--- src/rtl/cod_display_5bits.sv ---
// Decodes a multiplexed active-low 7-segment bus (units/tens) back to a 0..31 value with a valid/ready handoff.
// Optional COD_DISPLAY_FILTER_EN: a digit is accepted only after two identical consecutive strobes.
module cod_display_5bits #(
  parameter int TIMEOUT = 255,
  parameter int CNT_W   = 8
) (
  input  logic       clk,
  input  logic       rst_n,
  input  logic [0:6] seg_in,
  input  logic       seg_strobe,
  input  logic       seg_dig,
  output logic [4:0] S_out,
  output logic       valido,
  input  logic       pronto,
  output logic       erro,
  output logic       ocupado
);

  typedef enum logic [1:0] {IDLE, GOT_UNI, CHECK, HOLD} state_t;

  state_t           state, state_nxt;
  logic [CNT_W-1:0] cnt;
  logic [3:0]       uni_dig, dez_dig;
  logic             uni_bad, dez_bad;
  logic [3:0]       dec_val;
  logic             dec_bad;
  logic [6:0]       val7;
  logic             uni_acc, dez_acc;
  logic             load_uni, load_dez, clr_cnt, inc_cnt;
  logic             set_valido, clr_valido, set_erro;

  // Segment pattern (a..g, active-low) to decimal digit
  always_comb begin
    dec_val = 4'd0;
    dec_bad = 1'b0;
    case (seg_in)
      7'b0000001: dec_val = 4'd0;
      7'b1001111: dec_val = 4'd1;
      7'b0010010: dec_val = 4'd2;
      7'b0000110: dec_val = 4'd3;
      7'b1001100: dec_val = 4'd4;
      7'b0100100: dec_val = 4'd5;
      7'b0100000: dec_val = 4'd6;
      7'b0001111: dec_val = 4'd7;
      7'b0000000: dec_val = 4'd8;
      7'b0000100: dec_val = 4'd9;
      default:    dec_bad = 1'b1;
    endcase
  end

`ifdef COD_DISPLAY_FILTER_EN
  logic [0:6] cand_pat;
  logic       cand_dig;
  logic       cand_vld;
  logic       cand_hit;
  logic       cand_upd;

  assign cand_hit = seg_strobe && cand_vld && (cand_dig == seg_dig) && (cand_pat == seg_in);
  assign uni_acc  = cand_hit && !seg_dig;
  assign dez_acc  = cand_hit && seg_dig;
  assign cand_upd = seg_strobe && ((state == GOT_UNI) || ((state == IDLE) && !seg_dig));

  // Candidate is dropped on any state change so every frame starts fresh
  always_ff @(posedge clk or negedge rst_n) begin
    if (!rst_n) begin
      cand_pat <= '0;
      cand_dig <= 1'b0;
      cand_vld <= 1'b0;
    end else if (state_nxt != state) begin
      cand_vld <= 1'b0;
    end else if (cand_upd) begin
      if (cand_hit) begin
        cand_vld <= 1'b0;
      end else begin
        cand_pat <= seg_in;
        cand_dig <= seg_dig;
        cand_vld <= 1'b1;
      end
    end
  end
`else
  assign uni_acc = seg_strobe && !seg_dig;
  assign dez_acc = seg_strobe && seg_dig;
`endif

  assign val7    = (7'(dez_dig) * 7'd10) + 7'(uni_dig);
  assign ocupado = (state == GOT_UNI) || (state == HOLD);

  always_ff @(posedge clk or negedge rst_n) begin
    if (!rst_n) state <= IDLE;
    else        state <= state_nxt;
  end

  always_comb begin
    state_nxt  = state;
    load_uni   = 1'b0;
    load_dez   = 1'b0;
    clr_cnt    = 1'b0;
    inc_cnt    = 1'b0;
    set_valido = 1'b0;
    clr_valido = 1'b0;
    set_erro   = 1'b0;
    case (state)
      IDLE: begin
        if (uni_acc) begin
          load_uni  = 1'b1;
          clr_cnt   = 1'b1;
          state_nxt = GOT_UNI;
        end
      end
      GOT_UNI: begin
        // A tens capture on the final allowed cycle wins over the timeout
        if (dez_acc) begin
          load_dez  = 1'b1;
          clr_cnt   = 1'b1;
          state_nxt = CHECK;
        end else if (uni_acc) begin
          load_uni = 1'b1;
          clr_cnt  = 1'b1;
        end else if (cnt == CNT_W'(TIMEOUT - 1)) begin
          set_erro  = 1'b1;
          clr_cnt   = 1'b1;
          state_nxt = IDLE;
        end else begin
          inc_cnt = 1'b1;
        end
      end
      CHECK: begin
        if (uni_bad || dez_bad || (val7 > 7'd31)) begin
          set_erro  = 1'b1;
          state_nxt = IDLE;
        end else begin
          set_valido = 1'b1;
          state_nxt  = HOLD;
        end
      end
      HOLD: begin
        if (pronto) begin
          clr_valido = 1'b1;
          state_nxt  = IDLE;
        end
      end
      default: state_nxt = IDLE;
    endcase
  end

  always_ff @(posedge clk or negedge rst_n) begin
    if (!rst_n) begin
      cnt     <= '0;
      uni_dig <= 4'd0;
      uni_bad <= 1'b0;
      dez_dig <= 4'd0;
      dez_bad <= 1'b0;
      S_out   <= 5'd0;
      valido  <= 1'b0;
      erro    <= 1'b0;
    end else begin
      erro <= set_erro;
      if (clr_cnt)      cnt <= '0;
      else if (inc_cnt) cnt <= cnt + CNT_W'(1);
      if (load_uni) begin
        uni_dig <= dec_val;
        uni_bad <= dec_bad;
      end
      if (load_dez) begin
        dez_dig <= dec_val;
        dez_bad <= dec_bad;
      end
      if (set_valido) begin
        S_out  <= val7[4:0];
        valido <= 1'b1;
      end else if (clr_valido) begin
        valido <= 1'b0;
      end
    end
  end

endmodule

--- config.mk ---
export PLATFORM = sky130hd
export DESIGN_NAME = cod_display_5bits
export DESIGN_NICKNAME = d
export VERILOG_FILES = /design/src/rtl/cod_display_5bits.sv
export SDC_FILE = /design/constraint.sdc
export NUM_CORES = 1
export LEC_CHECK = 0
export BUFFER_PORTS_ARGS = -buffer_cell sky130_fd_sc_hd__buf_2
export CAP_MARGIN = 20
export CORE_MARGIN = 1
export CORE_UTILIZATION = 50
export DETAILED_ROUTE_END_ITERATION = 8
export GPL_TIMING_DRIVEN = 0
export PLACE_DENSITY_LB_ADDON = 0.08
export SYNTH_ARGS = -nofsm -noshare
export SYNTH_HDL_FRONTEND = slang
export SYNTH_SLANG_ARGS = --single-unit
--- constraint.sdc ---
create_clock -name clk -period 2.5 [get_ports clk]
set_input_delay 0.25 -clock clk [delete_from_list [all_inputs] [get_ports clk]]
set_output_delay 0.25 -clock clk [all_outputs]
set_load 0.01 [all_outputs]
== Word-level counts from Yosys, hierarchy flattened ==
Cells that the tools add are included.
Word-level totals
  bits of input ports: 12
  word-level logic and storage cells: 76
  output and inout port bits: 8
  register bits after elaboration: 27
  memories kept: 0
  bits in read-only memories: 0
  bits in writable memories: 0
  bits in latches: 0
Operators by class
  shift-type cells: 0
  multiplexer cells: 34
  div/mod/pow operators: 0
  $lt $le $gt $ge: 1
  reduce and logical (&&, ||, !) cells: 12
  eq/ne operators: 17
  bitwise logic cells: 0
  $add $sub $neg: 2
  multiply operators: 1
Operators with widths (number)
  case mux 4 bit (9 select lines): 1
  two-way mux 1 bit: 21
  two-way mux 8 bit: 2
  == test 7 x 3 -> 1 bit (second input constant): 2
  == test 7 x 6 -> 1 bit (second input constant): 2
  == test 7 bit (second input constant): 2
  two-way mux 2 bit: 6
  OR reduction 10 bit: 1
  adder 8 x 1 -> 8 bit (second input constant): 1
  == test 8 bit (second input constant): 1
  case mux 2 bit (4 select lines): 1
  adder 7 x 4 -> 7 bit: 1
  == test 7 x 1 -> 1 bit (second input constant): 1
  == test 7 x 4 -> 1 bit (second input constant): 1
  == test 7 x 5 -> 1 bit (second input constant): 1
  greater-than comparator 7 x 5 -> 1 bit (second input constant): 1
  logical NOT 7 bit: 1
  multiplier 4 x 3 -> 6 bit (second input constant): 1
  case mux 1 bit (2 select lines): 3
  == test 2 bit (second input constant): 2
  inequality test 2 bit (second input constant): 2
  AND reduction 4 bit: 1
  nonzero test 2 bit: 2
  logical OR 1 bit: 3
  other kinds (6): 7

== Depth between registers and ports, before layout ==
Gate-level depths: netlist of run 1.
  word-level depth: 7
  depth in mapped cells: 7
  gate-level depth less buffers: 7

== Worst setup path before layout of run 1 ==
No wires, ideal clock.
  path type: register -> register
  start: register dez_dig[1]
  end: register S_out[0]
  arrival: 2.322 ns
  period minus slack after synthesis: 2.447 ns
  setup time: 0.125 ns
  path slack: 0.053 ns
  data required time: 2.375 ns
  path buffers: 0
  stages on the path, launching flop included: 8
  cell sequence: dfrtp_1 ha_1 ha_1 fa_1 xor2_2 xor2_2 a31oi_4 mux2_4
Between the ends
  longest elaborated chain between the ends: 6
Ends and longest elaborated chain
  from (decl): RTL line 23  | logic [3:0] uni_dig, dez_dig;
  from (signal assigned): RTL line 166  | dez_dig <= dec_val;
  multiplier 4 x 3 -> 6 bit: RTL line 86  | assign val7 = (7'(dez_dig) * 7'd10) + 7'(uni_dig);
  adder 7 x 4 -> 7 bit: RTL line 86
  greater-than comparator 7 x 5 -> 1 bit: RTL line 129  | if (uni_bad || dez_bad || (val7 > 7'd31)) begin
  logical OR 1 bit: RTL line 129
  two-way mux 1 bit: RTL line 129
  two-way mux 1 bit: RTL line 103  | case (state)
  to (signal assigned): RTL line 170  | S_out <= val7[4:0];
  to (decl): RTL line 12  | output logic [4:0] S_out,
No other way between the ends.
A chain may end at the register's enable or synchronous reset.

== Final worst setup path of run 1 ==
  start: register dez_dig[3]
  end: register S_out[4]
Between the ends
  longest elaborated chain between the ends: 6
Ends and longest elaborated chain (RTL line)
  multiplier 4 x 3 -> 6 bit (*): 86
  adder 7 x 4 -> 7 bit (*): 86
  greater-than comparator 7 x 5 -> 1 bit: 129
  logical OR 1 bit: 129
  two-way mux 1 bit: 129
  two-way mux 1 bit: 103
Every way passes the cells marked *; elsewhere a longest branch is shown, timed or not.

==> results of run 1 <==
==> logic make-up after synthesis <==
kind of cell	share of synthesized area (%)
AO/OA/AOI/OAI	18.68
XOR/XNOR	2.907
adder cells (fa/ha/maj)	11.05
buffers and inverters	2.035
flip-flops	39.24
multiplexers	5.668
AND/OR/NAND/NOR	20.42
==> tightest hold or removal path, cell delays in order <==
cell and delay, ps:
buf_2 90, nand2_1 50, nand2_1 50, nand2_1 40
==> power groups by stage <==
stage / Sequential (W) / Clock, W / Combinational (W)
floorplan: 0.000607 / 0 / 0.000367
global placement: 0.000602 / 0 / 0.000512
detailed placement: 0.000605 / 0 / 0.000535
CTS: 0.000595 / 0.000201 / 0.000556
global route: 0.000614 / 0.000221 / 0.000636
finish: 0.000595 / 0.000193 / 0.000559
==> flip-flops by register name, summed over array words and instances (netlist names) <==
name and count:
dez_dig 4, erro 1, uni_bad 1, state 2, dez_bad 1, cnt 8
valido 1, S_out 5, uni_dig 4
==> worst paths after layout <==
path                              end  slack, ps  cells after the start
max in group asynchronous    S_out[1]       1670                      2
min                            valido        170                      4
max reg2reg                  S_out[4]         80                      8
max                          S_out[4]         80                      8
min reg2reg                    valido        490                      2
min in group asynchronous  uni_dig[0]        430                      2
==> per-stage QoR <==
| stage | setup WS [ps] | hold slack (ps) | TNS (ps) |
|---|---|---|---|
| 2_1_floorplan | 53.16 | -45.59 | 0 |
| 3_3_place_gp | -67.21 | 286.5 | -325.7 |
| 3_5_place_dp | -100.1 | 293.2 | -492.8 |
| 4_1_cts | 37.40 | 166.6 | 0 |
| 5_1_grt | 10.01 | 165.7 | 0 |
| 6_report | 79.82 | 173.5 | 0 |
==> synth_stat cells, drive strengths merged (3+ instances only) <==
cell type and n:
o21ai 22, or2 4, nor3 3, xor2 3, nor2 13, a21oi 8
o31ai 3, nor2b 4, a31oi 3, mux2 7, dfrtp 27, nand3 8
ha 12, nand2 23, and3 5, inv 7
==> final cells by class <==
type | instances | area (um^2) | area share [%]
well taps | 44 | 55.05 | 2.778
flip-flops and latches | 27 | 675.6 | 34.09
repair buffers | 25 | 157.7 | 7.955
multi-input cells | 144 | 1032 | 52.08
plain buffers | 2 | 8.758 | 0.4419
inverters | 7 | 26.28 | 1.326
clock buffers | 4 | 26.28 | 1.326
==> metal layers <==
| metal | part of all wire (%) | routed length [um] |
|---|---|---|
| met5 | 0 | 0 |
| met4 | 0.99 | 34 |
| met3 | 2.2 | 77 |
| met2 | 48 | 1660 |
| met1 | 48 | 1667 |
==> timing repair <==
action / 4_1_cts / 5_1_grt
hold endpoints to repair: 27 / 0
hold buffers: 1 / 0
pin swaps: 1 / 4
setup endpoints to repair: 5 / 5
setup buffers: 4 / 2
resized for setup: 1 / 3
==> flow_summary.ini, run 1 <==
[clocking]
clk_pin_slew_ps = 150
clock_latency_ps = 330
cts_tree = done
h-tree-depth = 1
cts_root_buf = clkbuf_4
clock_path_buffers = 2
clock-sinks = 27
cts_buffers = 3

[global_route]
grt_use_met3_pct = 2.985
grt_use_total_pct = 21.46
use_met2_pct = 34.69
grt_start_max_net_pins = 28
grt_pass1_wl_mm = 5.809
grt_antenna_before_repair = 0
use_met1_pct = 29.16
grt_pass1_vias = 1302
gr-total-overflow = 0
busiest_layer = met2

[synthesis]
synthArstFlopShare_pct = 100.0
synth_nets = 206
synth_edf_count = 0
synth_flop_cell = dfrtp_1
yosys.area.top_type_share_pct = 39.24
yosys_warnings = 0
synthTopCellsByArea = dfrtp_1 (39%), ha_1 (8.7%), o21ai_0 (6.1%)
synth.avg_cell_area_um2 = 9.565
syn_inst = 180
ys_seq_area_share_pct = 39.24
synth_area_mm2 = 0.001722
yosys.area.top_type = dfrtp_1
netlist-cell-type-count = 46
synth_seq_cells = 27

[floorplan]
initial_core_util_pct = 54.60
die-area_mm2 = 0.003682
io_pins = 20
die_w_um = 60.68
die_h_um = 60.68
core_mm2 = 0.003153
rows = 20

[layout]
final_nets = 236
finalNonFillerCells = 253
utilization_pct = 62.86
fillCellCount = 256
diodes = 0
area.growth.synth_to_final_pct = 15.12
final_area_mm2 = 0.001982
drive_gt1_share_pct = 23.44
final_cell_mix = dfrtp_1 (27), nand2_1 (23), o21ai_0 (21)
final_common_cell = dfrtp_1

[power_and_ir_drop]
irDropWorstVdd_v = 0.0003620
p_clk_share_pct = 14.3
p_switching_w = 0.0005102
p_per_area_mw_per_mm2 = 679.3
p_int_w = 0.0008361
seqPwrFrac_pct = 44.2
pwr-share-comb_pct = 41.5
p_leak_nw = 0.9611
p_total_w = 0.001346
switching_share_pct = 37.90

[critical_path]
arrival_ps = 2640
crit_chain = ha_1, ha_2, fa_2, xor2_4, xor2_2, a31oi_4, buf_12, mux2_4
startpoint_type = flop
endpoint_kind = flop
cp_num_buf_inv = 1
cpMaxStageDelayCell = dfrtp_1
r2r_start = dez_dig[3]
path_class = flop to flop
timing.critical_path.from = dez_dig[3]
cp_slowest_stage_delay_ps = 410
crit_fanout = 7
worstPathRequired_ps = 2720
critPathTopFamily = adder cells

[detailed_routing]
drt-initial-drc-count = 69
avgRoutedWirePerCell_um = 13.60
wirelength_mm = 3.440
num_vias = 1433
via_per_inst = 5.664
final_antenna_net_count = 0
drc = 0
firstDrtPassIters = 4

[hold_path]
hp-class = input port to flop
min-delay-start = pronto

[sta]
rsz0062_at_grt = false
slew_headroom_pct = 52.78
fmax_mhz = 413.2
timing.final.crit_share_pct = 96.81
min_period_ps = 2420
worst_slew_pin_slew_ps = 705.2
finalSetupViolations = 0
skew_ps = 13.21
finalHoldViolations = 0
slew_viol_final = 0

[placed_design]
port-buffer-count = 18
place_area_mm2 = 0.001867
place_hpwl_mm = 2.571
gp_congestion = 0.8207
place_inst = 242

[run_status]
status = completed

[run]
drv_cap = 0
Power figures use the tool's default switching activity.
==> run 2: changes to the inputs <==
--- a/config.mk
+++ b/config.mk
@@ -5,6 +5,7 @@
 export SDC_FILE = /design/constraint.sdc
 export NUM_CORES = 1
 export LEC_CHECK = 0
+export ABC_AREA = 1
 export BUFFER_PORTS_ARGS = -buffer_cell sky130_fd_sc_hd__buf_2
 export CAP_MARGIN = 20
 export CORE_MARGIN = 1
==> constraint.sdc (replaced) <==
create_clock -name clk -period 2.5 [get_ports clk]
set_input_delay 0.125 -clock clk [delete_from_list [all_inputs] [get_ports clk]]
set_output_delay 0.125 -clock clk [all_outputs]
set_load 0.01 [all_outputs]
==> run 2 against run 1 <==
Compared with the run above: utilization shrank 1.8 points; maximum frequency rose by 3.7%; clock power decreased by 4%; combinational power grew 2%; die area down 0.43%; sequential power is 0.7% higher; register-to-register slack better by 90 ps; worst setup slack improved by 87 ps; highest routed layer unchanged.
==> flow_summary.ini, run 2 <==
[critical_path]
r2r_slack_ps = 170
reg2reg_depth = 11
arrival_ps = 2570
endpoint_kind = flop
crit_fanout = 10
r2r_start = dez_dig[3]
path_class = flop to flop
startpoint_type = flop
rr_endpoint = S_out[3]
worstPathRequired_ps = 2730

[layout]
area.growth.synth_to_final_pct = 12.26
final_nets = 271
final_common_cell = nand2_1
final_cell_mix = nand2_1 (62), dfrtp_1 (26), inv_1 (25)
top_regs = cnt (8), S_out (5)
utilization_pct = 61.03
drive_gt1_share_pct = 16.80
largest_reg_flops = 8
diodes = 0
regMostFlops = cnt
finalNonFillerCells = 288

[synthesis]
yosys_warnings = 0
synth-simple-area-share_pct = 30.44
synth_edf_count = 0
synth_fa_ha_area_share_pct = 11.09
synthTopCellsByCount = nand2_1 (62), dfrtp_1 (27), inv_1 (25), nor2_1 (21), nand3_1 (15)
synth_flop_cell = dfrtp_1
synth_compound_area_share_pct = 8.832
synth_seq_cells = 27
synth_area_mm2 = 0.001714
yosys.area.top_type_share_pct = 39.42
synth_xor_area_share_pct = 3.577
synthTopCellsByArea = dfrtp_1 (39%), nand2_1 (14%), ha_1 (8.8%)
synth_most_common_cell = nand2_1
ys_seq_area_share_pct = 39.42
synth_mux_area_share_pct = 0
synth_nets = 245
yosys.area.top_type = dfrtp_1
synth_top_family_by_area = simple AND/OR/NAND/NOR gates
synthArstFlopShare_pct = 100.0
syn_inst = 219
netlist-cell-type-count = 28
synth.avg_cell_area_um2 = 7.827

[sta]
slew_viol_final = 0
finalSetupViolations = 0
finalHoldViolations = 0
fmax_mhz = 428.6
setup_ws_ps = 166.9
timing.final.crit_share_pct = 93.32
skew_ps = 5.305
worst_slew_pin_slew_ps = 595.4
min_period_ps = 2333
setup_total_negative_slack_ps = 0
rsz0062_at_grt = false
slew_headroom_pct = 60.31

[clocking]
clock_path_buffers = 2
cts_tree = done
cts_buffers = 3
clock-sinks = 27
cts_root_buf = clkbuf_4
clk_pin_slew_ps = 140
h-tree-depth = 1
clock_latency_ps = 330

[floorplan]
initial_core_util_pct = 54.37
core_mm2 = 0.003153
io_pins = 20
rows = 20
die_h_um = 60.55
die-area_mm2 = 0.003666
die_w_um = 60.55

[detailed_routing]
num_vias = 1395
wirelength_mm = 3.067
avgRoutedWirePerCell_um = 10.65
via_per_inst = 4.844
drc = 0
drt-initial-drc-count = 57
firstDrtPassIters = 4
final_antenna_net_count = 0

[run_status]
status = completed

[global_route]
gr-total-overflow = 0
grt_antenna_before_repair = 0
busiest_layer = met2
grt_pass1_vias = 1147
use_met2_pct = 27.63
use_met1_pct = 27.36
grt_start_max_net_pins = 28
grt_use_met3_pct = 3.838
grt_use_total_pct = 18.51
grt_pass1_wl_mm = 5.016

[hold_path]
min_path_cells = 4
hp-class = input port to flop
min_to = valido
min-delay-start = pronto

[run]
drv_cap = 0

[placed_design]
place_hpwl_mm = 2.423
port-buffer-count = 19
pre_cts_ws_ps = 78.85
gp_congestion = 0.7942
place_inst = 282

[power_and_ir_drop]
irDropWorstVdd_v = 0.0005724
p_leak_nw = 1.014
p_total_w = 0.001353
p_per_area_mw_per_mm2 = 703.2
[run 2: changes by cell type in the layout (fill, tap and decap cells not counted), moves of 4 or more]
| cell | before | now |
|---|---|---|
| and3_1 | 5 | 0 |
| inv_1 | 7 | 25 |
| o21ai_2 | 0 | 5 |
| nand2_1 | 23 | 62 |
| nand4_1 | 1 | 5 |
| nor2_1 | 13 | 21 |
| buf_4 | 5 | 1 |
| nand3_1 | 7 | 14 |
| o21ai_0 | 21 | 11 |
| mux2_4 | 5 | 0 |
[run 2: area by class of cell]
type | count | area, um^2
plain buffers | 2 | 16.27
clock buffers | 3 | 22.52
clock inverters | 1 | 5.005
fillers | 318 | 1229
inverters | 26 | 97.59
multi-input cells | 164 | 938.4
flip-flops and latches | 27 | 676.9
well taps | 44 | 55.05
repair buffers | 21 | 112.6
[run 2: metal layers]
| metal | vias to the layer above | part of all wire, % |
|---|---|---|
| li1 | 755 | - |
| met1 | 615 | 54 |
| met2 | 20 | 42 |
| met3 | 5 | 2.5 |
| met4 | 0 | 0.95 |
| met5 | - | 0 |
[run 2: worst max-delay path by stage]
stage | cells past startpoint | from | slack [ps] | end
5_1_grt | 11 | dez_dig[3] | 40 | S_out[0]
3_5_place_dp | 11 | dez_dig[1] | 80 | S_out[2]
4_1_cts | 11 | dez_dig[1] | 70 | S_out[2]
6_report | 11 | dez_dig[3] | 170 | S_out[3]
2_1_floorplan | 11 | dez_dig[1] | 270 | S_out[3]
3_3_place_gp | 11 | dez_dig[1] | 80 | S_out[3]
[run 2: stage by stage]
step | hold WS [ps] | cell area, um^2
after detailed placement | 168.4 | 1864
after CTS | 64.54 | 1902
after floorplan | -170.6 | 1714
final | 77.33 | 1924
after global routing | 75.03 | 1924
after global placement | 167.4 | 1864
[run 2: worst max-delay path, stage by stage (launching register included)]
cell	delay [ps]
dfrtp_1	450
ha_1	300
ha_1	210
fa_1	510
nand2_1	80
nor2_1	100
nand2_1	70
nand3_2	100
nand4_4	140
buf_6	180
nand2_1	70
o21ai_2	50
[run 2: cells by family (layout without fill, tap and decap cells)]
kind of cell             after synthesis  in the layout
XOR/XNOR                               7              7
adder cells (fa/ha/maj)               14             14
flip-flops                            27             27
buffers and inverters                 28             53
AO/OA/AOI/OAI                         25             25
AND/OR/NAND/NOR                      118            118
[run 2: timing repair]
action,CTS,global route
gates resized for setup,0,3
setup buffers,0,1
endpoints found under the setup margin,0,5
hold endpoints to repair,27,0
hold buffers,1,0
[run 2: power breakdown]
group          switching [W]  leakage, nW  internal, W  total [W]
registers          0.0000651        0.362     0.000534   0.000599
clock network       0.000126       0.0177    0.0000601   0.000186
logic               0.000350        0.634     0.000218   0.000568
total               0.000541         1.01     0.000812    0.00135
==> run 3: changes to the inputs <==
--- a/config.mk
+++ b/config.mk
@@ -8,8 +8,10 @@
 export ABC_AREA = 1
 export BUFFER_PORTS_ARGS = -buffer_cell sky130_fd_sc_hd__buf_2
 export CAP_MARGIN = 20
+export CELL_PAD_IN_SITES_DETAIL_PLACEMENT = 0
+export CELL_PAD_IN_SITES_GLOBAL_PLACEMENT = 2
 export CORE_MARGIN = 1
-export CORE_UTILIZATION = 50
+export CORE_UTILIZATION = 30
 export DETAILED_ROUTE_END_ITERATION = 8
 export GPL_TIMING_DRIVEN = 0
 export PLACE_DENSITY_LB_ADDON = 0.08
==> run 3 against run 2 <==
Compared with the run above: sequential share of layout area is 1.2 points lower; sequential power rose by 1%; via count is 0.57% higher; register-to-register slack gained 40 ps; clock power grew 40%; global-route usage down 4.5 points; cell area is 3.4% higher.
==> flow_summary.ini, run 3 (synthesized netlist as in run 2, its figures left out) <==
[sta]
hold_slack_ps = 112.9
min_period_ps = 2296
rsz0062_at_grt = false
slew_viol_final = 0
skew_ps = 4.987
slew_headroom_pct = 56.57
fmax_mhz = 435.5
worst_slew_pin_slew_ps = 651.5
setup_total_negative_slack_ps = 0
finalSetupViolations = 0
timing.final.crit_share_pct = 91.85
finalHoldViolations = 0

[clocking]
h-tree-depth = 1
clock_path_buffers = 2
cts_buffers = 3
clk_pin_slew_ps = 100
clock-sinks = 27
clock_latency_ps = 280
cts_tree = done
cts_root_buf = clkbuf_8

[layout]
final_cell_mix = nand2_1 (62), dfrtp_1 (26), inv_1 (25)
drive_gt1_share_pct = 17.14
area.growth.synth_to_final_pct = 16.13
final_common_cell = nand2_1
largest_reg_flops = 8
final_nets = 272
final_area_mm2 = 0.001991
finalNonFillerCells = 317
top_regs = cnt (8), S_out (5)
diodes = 0
regMostFlops = cnt

[detailed_routing]
drt-initial-drc-count = 66
wirelength_mm = 3.704
drc = 0
firstDrtPassIters = 4
num_vias = 1403
avgRoutedWirePerCell_um = 11.68
final_antenna_net_count = 0
via_per_inst = 4.426

[placed_design]
port-buffer-count = 19
place_hpwl_mm = 2.878
place_inst = 310
place_area_mm2 = 0.001899
gp_congestion = 0.7655

[global_route]
grt_use_total_pct = 14.05
grt_antenna_before_repair = 0
grt_pass1_wl_mm = 6.686
grt_start_max_net_pins = 28
gr-total-overflow = 0
grt_pass1_vias = 1445

[floorplan]
io_pins = 20
rows = 27
initial_core_util_pct = 31.13
die-area_mm2 = 0.006020
core_mm2 = 0.005507
die_w_um = 77.59
die_h_um = 77.59

[run]
drv_cap = 0

[power_and_ir_drop]
p_leak_nw = 1.028
irDropWorstVdd_v = 0.0002695
p_per_area_mw_per_mm2 = 731.7
p_total_w = 0.001457

[critical_path]
worstPathRequired_ps = 2680
endpoint_kind = flop
crit_fanout = 10
startpoint_type = flop
reg2reg_depth = 11
arrival_ps = 2470
path_class = flop to flop

[hold_path]
min_path_cells = 4
hp-class = input port to flop

[run_status]
status = completed
-- run 3: cell count changes in the layout (fill, tap and decap cells not counted) --
cell	delta
clkbuf_4	-3
clkbuf_8	+3
buf_4	+1
nor2_2	-1
nor2_4	+1
-- run 3: through the flow --
stage / util, % / worst slack, ps
2_1_floorplan: - / 273.3
3_3_place_gp: 34.49 / 103.5
3_5_place_dp: 34.49 / 127.0
4_1_cts: 35.51 / 96.80
5_1_grt: 36.15 / 2.330
6_report: 36.15 / 203.8
-- run 3: where the power goes --
part	switching (W)	internal, W	total, W
registers	0.0000710	0.000534	0.000605
logic	0.000370	0.000222	0.000592
clock network	0.000148	0.000112	0.000260
-- run 3: cell type report --
class,instances,area [um^2]
Buffer,2,16.27
Clock inverter,1,5.005
Inverter,26,97.59
Clock buffer,3,41.29
Multi-Input combinational cell,164,943.4
Timing Repair Buffer,22,120.1
Fill cell,610,3516
Tap cell,72,90.09
Sequential cell,27,676.9
-- run 3: final timing paths --
path / startpoint / endpoint / slack, ps
setup / recovery: dez_dig[1] / S_out[0] / 200
hold / removal: pronto / valido / 110
setup reg to reg: dez_dig[1] / S_out[0] / 200
hold reg to reg: S_out[2] / S_out[2] / 490
max in group asynchronous: rst_n / dez_dig[1] / 1640
min in group asynchronous: rst_n / cnt[6] / 400
-- run 3: worst max-delay path: stages, from the launching register on --
cell and delay (ps):
dfrtp_2 430, ha_1 300, ha_1 210, fa_1 500, inv_1 60, nand3_1 70
nand2_1 80, nor2_4 130, nand4_4 130, buf_6 170, nand2_1 70, o21ai_2 50
-- run 3: repair_timing --
item,CTS,global route
hold buffers,1,0
hold endpoints to repair,27,0
setup buffers,0,2
endpoints found under the setup margin,0,5
gates resized for setup,0,4
-- run 3: routing by layer --
layer	part of all wire, %	vias to the layer above	track usage, %
met5	0	-	0
met4	1.2	0	4.528
met3	3.1	4	2.118
met2	43	22	22.39
met1	53	620	19.39
li1	-	757	-
